### config.mk
export PLATFORM = sky130hd
export DESIGN_NAME = fp_align_unit
export DESIGN_NICKNAME = d
export VERILOG_FILES = /design/src/rtl/fp_align_unit.sv
export SDC_FILE = /design/constraint.sdc
export NUM_CORES = 1
export LEC_CHECK = 0
export ABC_AREA = 1
export CORE_AREA = 2 2 171 131
export DETAILED_ROUTE_END_ITERATION = 12
export DIE_AREA = 0 0 173 133
export PLACE_DENSITY = 0.72
export SLEW_MARGIN = 20
export SYNTH_ARGS = -nofsm -noshare
export SYNTH_HDL_FRONTEND = slang
export SYNTH_SLANG_ARGS = --single-unit
export TNS_END_PERCENT = 20
### constraint.sdc
create_clock -name i_clk -period 7.25 [get_ports i_clk]
set_input_delay 1.0875 -clock i_clk [delete_from_list [all_inputs] [get_ports i_clk]]
set_output_delay 1.0875 -clock i_clk [all_outputs]
set_load 0.01 [all_outputs]
### src/rtl/fp_align_unit.sv
// +----------------------------------------------------------------------------+
// | Module      : fp_align_unit                                                |
// | Description : FP32 add/sub pre-alignment. Unpacks both operands, picks the |
// |               larger magnitude, and right-shifts the smaller significand   |
// |               with guard/round/sticky. Two-stage valid/ready pipeline.     |
// |               Optional NaN/Inf detection: define FP_ALIGN_SPECIAL_EN.      |
// | Revision    : 1.0  initial release                                         |
// +----------------------------------------------------------------------------+
`timescale 1ns/1ps
`default_nettype none

module fp_align_unit #(
  parameter int SIZE_EXP  = 8,
  parameter int SIZE_MAN  = 23,
  parameter int SIZE_DATA = 32
) (
  input  logic                  i_clk,
  input  logic                  i_rst,
  input  logic                  i_valid,
  output logic                  o_ready,
  input  logic [SIZE_DATA-1:0]  i_data_a,
  input  logic [SIZE_DATA-1:0]  i_data_b,
  input  logic                  i_sub,
  output logic                  o_valid,
  input  logic                  i_ready,
  output logic [SIZE_EXP-1:0]   o_exp_max,
  output logic [SIZE_EXP-1:0]   o_exp_diff,
  output logic [SIZE_MAN+3:0]   o_man_large,
  output logic [SIZE_MAN+3:0]   o_man_small,
  output logic                  o_sign_large,
  output logic                  o_eff_sub,
  output logic                  o_swap,
  output logic                  o_special,
  output logic [SIZE_DATA-1:0]  o_special_result
);

  localparam int                C_MW       = SIZE_MAN + 4;   // significand + G/R/S
  localparam int                C_SW       = SIZE_MAN + 1;   // hidden + fraction
  localparam logic [SIZE_EXP-1:0] C_DIFF_LIM = SIZE_EXP'(C_MW);
  localparam logic [SIZE_EXP-1:0] C_EXP_ONES = '1;

  // Unpacked operand fields
  logic [SIZE_EXP-1:0] exp_a, exp_b, eff_exp_a, eff_exp_b;
  logic [C_SW-1:0]     sig_a, sig_b;
  logic                sign_a, sign_b, swap;

  // Stage-1 registers
  logic                s1_valid_q, s1_valid_d;
  logic [SIZE_EXP-1:0] s1_exp_max_q, s1_exp_max_d, s1_exp_diff_q, s1_exp_diff_d;
  logic [C_SW-1:0]     s1_sig_large_q, s1_sig_large_d, s1_sig_small_q, s1_sig_small_d;
  logic                s1_sign_large_q, s1_sign_large_d, s1_eff_sub_q, s1_eff_sub_d;
  logic                s1_swap_q, s1_swap_d, s1_special_q, s1_special_d;
  logic [SIZE_DATA-1:0] s1_special_res_q, s1_special_res_d;

  // Stage-2 (output) registers
  logic                s2_valid_q, s2_valid_d;
  logic [SIZE_EXP-1:0] s2_exp_max_q, s2_exp_max_d, s2_exp_diff_q, s2_exp_diff_d;
  logic [C_MW-1:0]     s2_man_large_q, s2_man_large_d, s2_man_small_q, s2_man_small_d;
  logic                s2_sign_large_q, s2_sign_large_d, s2_eff_sub_q, s2_eff_sub_d;
  logic                s2_swap_q, s2_swap_d, s2_special_q, s2_special_d;
  logic [SIZE_DATA-1:0] s2_special_res_q, s2_special_res_d;

  logic                s1_adv, s2_adv, s1_load;
  logic                spec_flag;
  logic [SIZE_DATA-1:0] spec_res;
  logic [C_MW-1:0]     man_full, shifted, out_mask, man_small_sh;

  // Handshake: a stage may advance when empty or when its consumer advances
  always_comb begin
    s2_adv  = ~s2_valid_q | i_ready;
    s1_adv  = ~s1_valid_q | s2_adv;
    o_ready = s1_adv;
    s1_load = s1_adv & i_valid;
  end

  // Unpack operands and decide which one is larger in magnitude
  always_comb begin
    exp_a     = i_data_a[SIZE_DATA-2 -: SIZE_EXP];
    exp_b     = i_data_b[SIZE_DATA-2 -: SIZE_EXP];
    eff_exp_a = (exp_a == '0) ? SIZE_EXP'(1) : exp_a;
    eff_exp_b = (exp_b == '0) ? SIZE_EXP'(1) : exp_b;
    sig_a     = {|exp_a, i_data_a[SIZE_MAN-1:0]};
    sig_b     = {|exp_b, i_data_b[SIZE_MAN-1:0]};
    sign_a    = i_data_a[SIZE_DATA-1];
    sign_b    = i_data_b[SIZE_DATA-1] ^ i_sub;
    // Ties leave A as the large operand
    swap      = {eff_exp_b, sig_b} > {eff_exp_a, sig_a};
  end

`ifdef FP_ALIGN_SPECIAL_EN
  logic nan_a, nan_b, inf_a, inf_b;
  // NaN/Inf classification and final special result
  always_comb begin
    nan_a     = (exp_a == C_EXP_ONES) && (i_data_a[SIZE_MAN-1:0] != '0);
    nan_b     = (exp_b == C_EXP_ONES) && (i_data_b[SIZE_MAN-1:0] != '0);
    inf_a     = (exp_a == C_EXP_ONES) && (i_data_a[SIZE_MAN-1:0] == '0);
    inf_b     = (exp_b == C_EXP_ONES) && (i_data_b[SIZE_MAN-1:0] == '0);
    spec_flag = 1'b0;
    spec_res  = '0;
    if (nan_a || nan_b || (inf_a && inf_b && (sign_a ^ sign_b))) begin
      spec_flag = 1'b1;
      spec_res  = {1'b0, C_EXP_ONES, 1'b1, {(SIZE_MAN-1){1'b0}}};
    end else if (inf_a) begin
      spec_flag = 1'b1;
      spec_res  = {sign_a, C_EXP_ONES, {SIZE_MAN{1'b0}}};
    end else if (inf_b) begin
      spec_flag = 1'b1;
      spec_res  = {sign_b, C_EXP_ONES, {SIZE_MAN{1'b0}}};
    end
  end
`else
  // Special-value handling disabled: constant zero
  always_comb begin
    spec_flag = 1'b0;
    spec_res  = '0;
  end
`endif

  // Stage-1 next state: load compare results when advancing, else hold
  always_comb begin
    s1_valid_d       = s1_adv ? i_valid : s1_valid_q;
    s1_exp_max_d     = s1_exp_max_q;
    s1_exp_diff_d    = s1_exp_diff_q;
    s1_sig_large_d   = s1_sig_large_q;
    s1_sig_small_d   = s1_sig_small_q;
    s1_sign_large_d  = s1_sign_large_q;
    s1_eff_sub_d     = s1_eff_sub_q;
    s1_swap_d        = s1_swap_q;
    s1_special_d     = s1_special_q;
    s1_special_res_d = s1_special_res_q;
    if (s1_load) begin
      s1_exp_max_d     = swap ? eff_exp_b : eff_exp_a;
      s1_exp_diff_d    = swap ? (eff_exp_b - eff_exp_a) : (eff_exp_a - eff_exp_b);
      s1_sig_large_d   = swap ? sig_b : sig_a;
      s1_sig_small_d   = swap ? sig_a : sig_b;
      s1_sign_large_d  = swap ? sign_b : sign_a;
      s1_eff_sub_d     = sign_a ^ sign_b;
      s1_swap_d        = swap;
      s1_special_d     = spec_flag;
      s1_special_res_d = spec_res;
    end
  end

  // Right shift of the small significand; shifted-out bits fold into sticky
  always_comb begin
    man_full = {s1_sig_small_q, 3'b000};
    out_mask = ~({C_MW{1'b1}} << s1_exp_diff_q);
    shifted  = man_full >> s1_exp_diff_q;
    if (s1_exp_diff_q >= C_DIFF_LIM) begin
      man_small_sh = {{(C_MW-1){1'b0}}, |s1_sig_small_q};
    end else begin
      man_small_sh = {shifted[C_MW-1:1], shifted[0] | (|(man_full & out_mask))};
    end
  end

  // Stage-2 next state: load aligned result when advancing, else hold
  always_comb begin
    s2_valid_d       = s2_adv ? s1_valid_q : s2_valid_q;
    s2_exp_max_d     = s2_exp_max_q;
    s2_exp_diff_d    = s2_exp_diff_q;
    s2_man_large_d   = s2_man_large_q;
    s2_man_small_d   = s2_man_small_q;
    s2_sign_large_d  = s2_sign_large_q;
    s2_eff_sub_d     = s2_eff_sub_q;
    s2_swap_d        = s2_swap_q;
    s2_special_d     = s2_special_q;
    s2_special_res_d = s2_special_res_q;
    if (s2_adv && s1_valid_q) begin
      s2_exp_max_d     = s1_exp_max_q;
      s2_exp_diff_d    = s1_exp_diff_q;
      s2_man_large_d   = {s1_sig_large_q, 3'b000};
      s2_man_small_d   = man_small_sh;
      s2_sign_large_d  = s1_sign_large_q;
      s2_eff_sub_d     = s1_eff_sub_q;
      s2_swap_d        = s1_swap_q;
      s2_special_d     = s1_special_q;
      s2_special_res_d = s1_special_res_q;
    end
  end

  // Pipeline registers; reset clears valids and all data
  always_ff @(posedge i_clk or posedge i_rst) begin
    if (i_rst) begin
      s1_valid_q <= 1'b0;       s2_valid_q <= 1'b0;
      s1_exp_max_q <= '0;       s2_exp_max_q <= '0;
      s1_exp_diff_q <= '0;      s2_exp_diff_q <= '0;
      s1_sig_large_q <= '0;     s2_man_large_q <= '0;
      s1_sig_small_q <= '0;     s2_man_small_q <= '0;
      s1_sign_large_q <= 1'b0;  s2_sign_large_q <= 1'b0;
      s1_eff_sub_q <= 1'b0;     s2_eff_sub_q <= 1'b0;
      s1_swap_q <= 1'b0;        s2_swap_q <= 1'b0;
      s1_special_q <= 1'b0;     s2_special_q <= 1'b0;
      s1_special_res_q <= '0;   s2_special_res_q <= '0;
    end else begin
      s1_valid_q <= s1_valid_d;             s2_valid_q <= s2_valid_d;
      s1_exp_max_q <= s1_exp_max_d;         s2_exp_max_q <= s2_exp_max_d;
      s1_exp_diff_q <= s1_exp_diff_d;       s2_exp_diff_q <= s2_exp_diff_d;
      s1_sig_large_q <= s1_sig_large_d;     s2_man_large_q <= s2_man_large_d;
      s1_sig_small_q <= s1_sig_small_d;     s2_man_small_q <= s2_man_small_d;
      s1_sign_large_q <= s1_sign_large_d;   s2_sign_large_q <= s2_sign_large_d;
      s1_eff_sub_q <= s1_eff_sub_d;         s2_eff_sub_q <= s2_eff_sub_d;
      s1_swap_q <= s1_swap_d;               s2_swap_q <= s2_swap_d;
      s1_special_q <= s1_special_d;         s2_special_q <= s2_special_d;
      s1_special_res_q <= s1_special_res_d; s2_special_res_q <= s2_special_res_d;
    end
  end

  // Output drive straight from stage-2 registers
  always_comb begin
    o_valid          = s2_valid_q;
    o_exp_max        = s2_exp_max_q;
    o_exp_diff       = s2_exp_diff_q;
    o_man_large      = s2_man_large_q;
    o_man_small      = s2_man_small_q;
    o_sign_large     = s2_sign_large_q;
    o_eff_sub        = s2_eff_sub_q;
    o_swap           = s2_swap_q;
    o_special        = s2_special_q;
    o_special_result = s2_special_res_q;
  end

endmodule

`default_nettype wire
[Word-level counts from Yosys, hierarchy flattened]
Cells that the tools add are included.
Cells by class
  equal/unequal tests: 0
  shift operators: 2
  multiply operators: 0
  $add $sub $neg: 2
  magnitude comparators: 2
  divide/modulo/power cells: 0
  muxes and demuxes: 8
  bitwise gates (word level): 10
  reduce and logical (&&, ||, !) cells: 7
Operator list (count)
  $mux 24: 2
  $gt 32x32->1: 1
  $mux 8: 4
  $and 27x27->27: 1
  $mux 27: 1
  $not 27->27: 1
  $reduce_or 27->1: 1
  $shl 27x8->27 const A: 1
  $shr 27x8->27: 1
  $reduce_or 24->1: 1
  $logic_not 8->1: 2
  $reduce_or 8->1: 2
  $sub 8x8->8: 2
  $ge 8x5->1 const B: 1
  $or 1x1->1: 3
  $not 1->1: 2
  $xor 1x1->1: 2
  $and 1x1->1: 1
  $logic_and 1x1->1: 1
  $mux 1: 1
Storage, ports and cells
  memories kept: 0
  word-level logic and storage cells: 47
  RAM bits: 0
  bits in registers: 139
  bits in read-only memories: 0
  latch bits: 0
  output and inout bits: 108

[Longest topological paths before layout]
Gate-level depths: netlist of the first run.
  word-level depth: 6
  mapped depth: 19

[Worst setup path after synthesis of the first run]
Ideal clock, no wire load.
  path type: input to register
  from: in i_data_a[28]
  to: reg s1_exp_max_q[0]
  required time: 7.133 ns
  setup slack: 4.030 ns
  buffers on the path: 2
  arrival: 3.103 ns
  cell stages on the path: 14
  path through: nor4_1 > nand3_1 > nor3_1 > nor2_1 > ha_1 > nand3_2 > nor3b_2 > nand3b_1 > nand2_2 > buf_12 > buf_12 > nand2_2 > nand3_2 > nand2_1
On the way
  longest elaborated chain between the ends: 4
RTL lines
  start, declared: line 21  | input logic [SIZE_DATA-1:0] i_data_a,
  $logic_not 8->1: line 80  | eff_exp_a = (exp_a == '0) ? SIZE_EXP'(1) : exp_a;
  $mux 8: line 80
  $gt 32x32->1: line 87  | swap = {eff_exp_b, sig_b} > {eff_exp_a, sig_a};
  $mux 8 *: line 132  | s1_exp_max_d = swap ? eff_exp_b : eff_exp_a;
  end signal, assigned: line 196  | s1_exp_max_q <= s1_exp_max_d; s2_exp_max_q <= s2_exp_max_d;
  end, declared: line 49  | logic [SIZE_EXP-1:0] s1_exp_max_q, s1_exp_max_d, s1_exp_diff_q, s1_exp_diff_d;
Every way passes the cells marked *; elsewhere a longest branch is shown, timed or not.
A chain may end at the register's enable or synchronous reset.

[Final worst setup path of the first run]
  from: in i_data_a[28]
  to: reg s1_sig_small_q[9]
On the way
  longest elaborated chain between the ends: 4
RTL lines
  $logic_not 8->1: line 80
  $mux 8: line 80
  $gt 32x32->1 *: line 87
  $mux 24 *: line 135  | s1_sig_small_d = swap ? sig_a : sig_b;
  end signal, assigned: line 199  | s1_sig_small_q <= s1_sig_small_d; s2_man_small_q <= s2_man_small_d;
  end, declared: line 50  | logic [C_SW-1:0] s1_sig_large_q, s1_sig_large_d, s1_sig_small_q, s1_sig_small_d;
Marks and branches as above.

==> results of run 1 <==
-- layer usage --
layer / share of wire / vias to the layer above
met2: 0.44 / 342
li1: - / 4541
met1: 0.48 / 4274
met5: 0 / -
met4: 0.014 / 0
met3: 0.071 / 34
-- state kept, by name (all words and copies together) (netlist names) --
name             count
o_eff_sub            1
s1_valid_q           1
o_exp_diff           8
o_swap               1
s1_exp_max_q         8
o_exp_max            8
o_man_small         27
s1_sig_large_q      24
s1_exp_diff_q        8
o_man_large         24
s1_swap_q            1
s1_sign_large_q      1
s1_sig_small_q      24
o_valid              1
o_sign_large         1
s1_eff_sub_q         1
-- Yosys cell counts, drive strengths merged --
| cell | count | share of area |
|---|---|---|
| nor3 | 7 | 0.0036 |
| a31oi | 1 | 0.00064 |
| a21oi | 31 | 0.017 |
| o21bai | 1 | 0.00077 |
| o211ai | 12 | 0.0093 |
| a21o | 2 | 0.0015 |
| fa | 2 | 0.0041 |
| nor3b | 2 | 0.0021 |
| nand2 | 520 | 0.21 |
| o21a | 2 | 0.0015 |
| ha | 40 | 0.051 |
| inv | 100 | 0.039 |
| nor4 | 5 | 0.0032 |
| a32o | 2 | 0.0021 |
| nand3b | 3 | 0.0023 |
| xor2 | 12 | 0.011 |
| buf | 88 | 0.069 |
| clkinv | 1 | 0.00039 |
| nand3 | 243 | 0.13 |
| or2 | 5 | 0.0032 |
| nand4 | 9 | 0.0058 |
| xnor2 | 2 | 0.0018 |
| nor2 | 50 | 0.021 |
| conb | 1 | 0.00039 |
| a22o | 1 | 0.00090 |
| dfrtp | 139 | 0.36 |
| a21boi | 1 | 0.00077 |
| clkbuf | 39 | 0.015 |
| o21ai | 64 | 0.034 |
-- report_power, final --
part / switching [mW] / total (mW) / internal (mW)
clock network: 0.397 / 0.885 / 0.488
registers: 0.163 / 1.14 / 0.979
logic: 0.800 / 1.35 / 0.550
-- worst min path at each step --
stage / to / startpoint / depth (start not counted)
final: o_exp_max[1] / s1_exp_max_q[1] / 2
after global routing: o_swap / s1_swap_q / 2
after CTS: o_exp_max[1] / s1_exp_max_q[1] / 2
after detailed placement: o_exp_max[6] / s1_exp_max_q[6] / 2
after global placement: o_man_large[11] / s1_sig_large_q[8] / 2
after floorplan: o_eff_sub / s1_eff_sub_q / 2
-- worst max-delay path: cells and delay by family --
kind          cells  cell delay [ps]
fa+ha+maj         1              370
buf+inv           2              880
simple gates     11             2500
-- kinds of logic after synthesis --
family	count (synthesis)	synth area share
flip-flops	139	0.3576
adder cells (fa/ha/maj)	42	0.05557
AND/OR/NAND/NOR	844	0.3827
XOR/XNOR	14	0.01261
buffers and inverters	228	0.1228
AO/OA/AOI/OAI	117	0.06831
other	1	0.0003855
-- metrics by stage --
step | std cells | hold slack, ps | cell area [µm²]
2_1_floorplan | 1420 | 442.2 | 9858
3_5_place_dp | 1738 | 453.1 | 10900
3_3_place_gp | 1738 | 454.3 | 10900
6_report | 1771 | 469.2 | 11500
4_1_cts | 1770 | 470.2 | 11490
5_1_grt | 1771 | 498.2 | 11500
-- final cells by class --
type,count,area [µm²]
Antenna cell,1,2.502
Sequential cell,139,3478
Clock inverter,14,155.1
Clock buffer,18,429.2
Timing Repair Buffer,151,1484
Multi-Input combinational cell,1053,5195
Inverter,101,384.1
Tap cell,294,367.9
Fill cell,2132,10030
==> impl_metrics.yaml, run 1 <==
pwr:
  finalPower_mw: 3.377
  p_per_area_nw_per_um2: 293.8
  p_leak_nw: 5.806
  vdd_drop_max_v: 0.0001728
cells_and_area:
  final_common_cell: "nand2_1"
  drive_above_1_share: 0.08130
  layout-area-overhead-vs-synth_pct: 18.19
  utilization: 0.5341
  final_nets: 1574
  final_cell_mix: "464 x nand2_1, 240 x nand3_1, 140 x clkdlybuf4s50_1"
worst_setup_path:
  slowest_stage: "nand2_4"
  critPathCaptureType: "flop"
  r2r_cells: 9
  crit_end: "s1_sig_small_q[9]"
  path_max_fanout: 47
  max_stage_delay_ps: 570
  critical_path.cell_chain: "clkdlybuf4s50_1 -> nor4_1 -> nand3_1 -> nor3_1 -> nor2_1 -> ha_1 -> nand3_2 -> nor3b_2 -> nand3b_1 -> nand2_4 -> buf_4 -> nand2_2 -> nand3_1 -> nand2_1"
  r2r-end: "o_man_small[15]"
  startpoint_type: "primary input"
  cp_data_arrival_time_ps: 4870
  r2r_slack_ps: 4440
  required_ps: 7570
  worstSetupPathType: "in -> reg"
  timing.rr.start: "s1_exp_diff_q[6]"
  critPathLaunch: "i_data_a[28]"
  cp_common_cell: "nand3_1"
global_route:
  met2_usage: 0.3644
  antenna_found_initial: 1
  grt-busiest-layer: "met2"
  grtUsageMet1: 0.3540
  grt_pass1_wl_mm: 45.31
  grt_use_total: 0.2424
  gr-usage-met3: 0.05029
  grt_max_degree: 81
  overflow: 0
  grt_pass1_vias: 8732
synthesis:
  synth_area_per_cell_um2: 7.023
  yosysSeqAreaShare: 0.3576
  ys_seq_elements: 139
  synth_warnings: 0
  synth_area_um2: 9727
  syn_inst: 1385
  synth_cell_type_count: 43
route:
  antenna_left: 0
  wl_mm: 27.41
  vias: 9191
  initialDrtViolationCount: 918
  drt-vias-per-instance: 5.190
  drt_pass1_iterations: 5
  wl_per_cell_um: 15.47
  post-route-drc-count: 0
clock_network:
  cts.path.max_buffers: 2
  cts_root_buf: "clkbuf_16"
  postCtsHoldBufs: 0
  cts_tree: "yes"
  clk_latency_ps: 440
  post_cts.repair.setup_buffers: 0
  h-tree-depth: 4
  clkSinkCount: 139
  cts-resized-gates: 0
  clk_pin_slew_ps: 70
  cts_made_buffers: 17
timing:
  tightest_slew_ps: 982.8
  setup_slack_ps: 2696
  setup_viol: 0
  rsz0062_at_grt: "no"
  skew_ps: 12.28
  min_period_over_period: 0.6281
  slew_viol_final: 0
  setup-tns-final_ps: 0
  maxSlewHeadroom: 0.3407
  fmax_mhz: 219.6
  finalCriticalPeriod_ps: 4554
  hold_viol: 0
die:
  initial_utilization: 0.4519
  rows: 47
  die_y_um: 133
  die_w_um: 173
  io_pins: 177
  core_area_um2: 21520
  dieArea_um2: 23010
worst_hold_path:
  hp-class: "reg -> reg"
placement:
  gp_congestion: 0.9544
  dp_hpwl_mm: 19.28
  pre_cts_slack_ps: 2038
  port_buffers: 140
job:
  cap_viol_max_count: 0
status:
  outcome: "complete, no violations"
Note: power is estimated with default switching activity, not from simulation.
==> inputs of run 2 (changes only) <==
==> constraint.sdc (replaced) <==
create_clock -name i_clk -period 4.2 [get_ports i_clk]
set_input_delay 0.63 -clock i_clk [delete_from_list [all_inputs] [get_ports i_clk]]
set_output_delay 0.63 -clock i_clk [all_outputs]
set_load 0.01 [all_outputs]
==> run 2 against run 1 <==
  * Register-to-register slack lost 2700 ps
  * Design area grew 0.86%
  * Sequential share of layout area shrank 0.26 points
  * Routed wire length grew 1.9%
  * Clock skew is essentially flat
  * Largest cell class unchanged
  * Hold slack gained 0.70 ps
  * Critical path type unchanged
  * Via count grew 1.6%
==> impl_metrics.yaml, run 2 (synthesis results as in run 1) <==
worst_setup_path:
  cp_common_cell: "nand3_1"
  timing.rr.start: "s1_exp_diff_q[1]"
  path_max_fanout: 34
  cp_data_arrival_time_ps: 3860
  max_stage_delay_ps: 450
  critPathCaptureType: "flop"
  critPathLaunch: "i_data_a[28]"
  slowest_stage: "clkdlybuf4s50_1"
  required_ps: 4520
  startpoint_type: "primary input"
  r2r_slack_ps: 1760
  critical_path.cell_chain: "clkdlybuf4s50_1 -> nor4_1 -> nand3_1 -> nor3_1 -> nor2_1 -> ha_1 -> nand3_2 -> nor3b_2 -> nand2_1 -> nand2_2 -> buf_4 -> nand3_1 -> nand3_1 -> nand2_1"
  crit_family: "simple AND/OR/NAND/NOR gates"
  worst-path-buf-inv: 2
  worstSetupPathType: "in -> reg"
worst_hold_path:
  hp-class: "reg -> reg"
  hp-start: "s1_sig_large_q[13]"
route:
  wl_per_cell_um: 15.70
  initialDrtViolationCount: 909
  antenna_left: 0
  vias: 9338
  drt_pass1_iterations: 5
  wl_mm: 27.92
  drt-vias-per-instance: 5.252
  post-route-drc-count: 0
cells_and_area:
  final_nets: 1581
  multi_input_area_um2: 5190
  layout-area-overhead-vs-synth_pct: 19.21
  regArea_um2: 3478
  largest_reg_flops: 27
  final_cell_mix: "464 x nand2_1, 240 x nand3_1, 140 x clkdlybuf4s50_1"
  nFillCells: 2122
  final_common_cell: "nand2_1"
  drive_above_1_share: 0.08631
die:
  initial_utilization: 0.4519
  rows: 47
  dieArea_um2: 23010
  core_area_um2: 21520
  die_y_um: 133
  die_w_um: 173
  io_pins: 177
timing:
  tightest_slew_ps: 907.6
  slew_viol_final: 0
  rsz0062_at_grt: "no"
  setup-tns-final_ps: 0
  min_period_over_period: 0.8433
  hold_viol: 0
  fmax_mhz: 282.3
  setup_viol: 0
  finalCriticalPeriod_ps: 3542
  skew_ps: 12.45
  maxSlewHeadroom: 0.3936
placement:
  gp_congestion: 0.9428
  dp_hpwl_mm: 19.80
  port_buffers: 140
clock_network:
  post_cts.repair.setup_buffers: 0
  postCtsHoldBufs: 0
  h-tree-depth: 4
  clkSinkCount: 139
  clk_latency_ps: 430
  cts_root_buf: "clkbuf_16"
  cts_tree: "yes"
  cts-resized-gates: 0
  cts.path.max_buffers: 2
  cts_made_buffers: 17
  clk_pin_slew_ps: 60
global_route:
  antenna_found_initial: 1
  overflow: 0
  grt_use_total: 0.2438
  grt_max_degree: 81
  grt_pass1_wl_mm: 45.55
  grt_pass1_vias: 8650
job:
  cap_viol_max_count: 0
status:
  outcome: "complete, no violations"
pwr:
  vdd_drop_max_v: 0.0002569
  finalPower_mw: 5.896
  p_per_area_nw_per_um2: 508.5
  p_leak_nw: 5.857
## run 2: layout make-up
type                    instances  area share
multi-input cells            1053      0.4476
flip-flops and latches        139      0.3000
repair buffers                158      0.1358
clock buffers                  18     0.03788
inverters                     101     0.03302
well taps                     294     0.03173
clock inverters                14     0.01381
diodes                          1   0.0002158
## run 2: worst register-to-register path: cells and delay by family, from the launching register on
family                 cells  cell delay [ps]
DFF                        1              540
and+or+nand+nor           11             1170
buffers and inverters      1              610
## run 2: report_power, final
group	total (mW)	internal, mW	switching [mW]
registers	2.00	1.69	0.306
clock network	1.56	0.906	0.659
logic	2.34	0.964	1.37
total	5.90	3.56	2.34
## run 2: routing by layer
metal,GRT usage,share of wire,vias up
li1,-,-,4548
met1,0.3575,0.48,4408
met2,0.3696,0.44,359
met3,0.05632,0.073,23
met4,0.04755,0.0094,0
met5,0,0,-
## run 2: metrics by stage
step                      std cells  hold slack (ps)  setup slack, ps  instance area [µm²]    util
after floorplan                1420            442.2             1438                 9862       -
after global placement         1745            456.5            409.3                10990  0.5108
after detailed placement       1745            454.8            255.3                10990  0.5108
after CTS                      1777            471.4            681.3                11590  0.5386
after global routing           1777            487.7            326.0                11590  0.5386
final                          1778            469.9            658.2                11590  0.5387
## run 2: path summary, 6_finish.rpt
| check | cells after the start | end |
|---|---|---|
| min in group asynchronous | 2 | s1_sig_large_q[7] |
| setup / recovery | 14 | s1_sig_small_q[11] |
| hold reg to reg | 2 | o_man_large[16] |
| max in group asynchronous | 3 | o_man_small[22] |
| hold / removal | 2 | o_man_large[16] |
| setup reg to reg | 12 | o_man_small[0] |
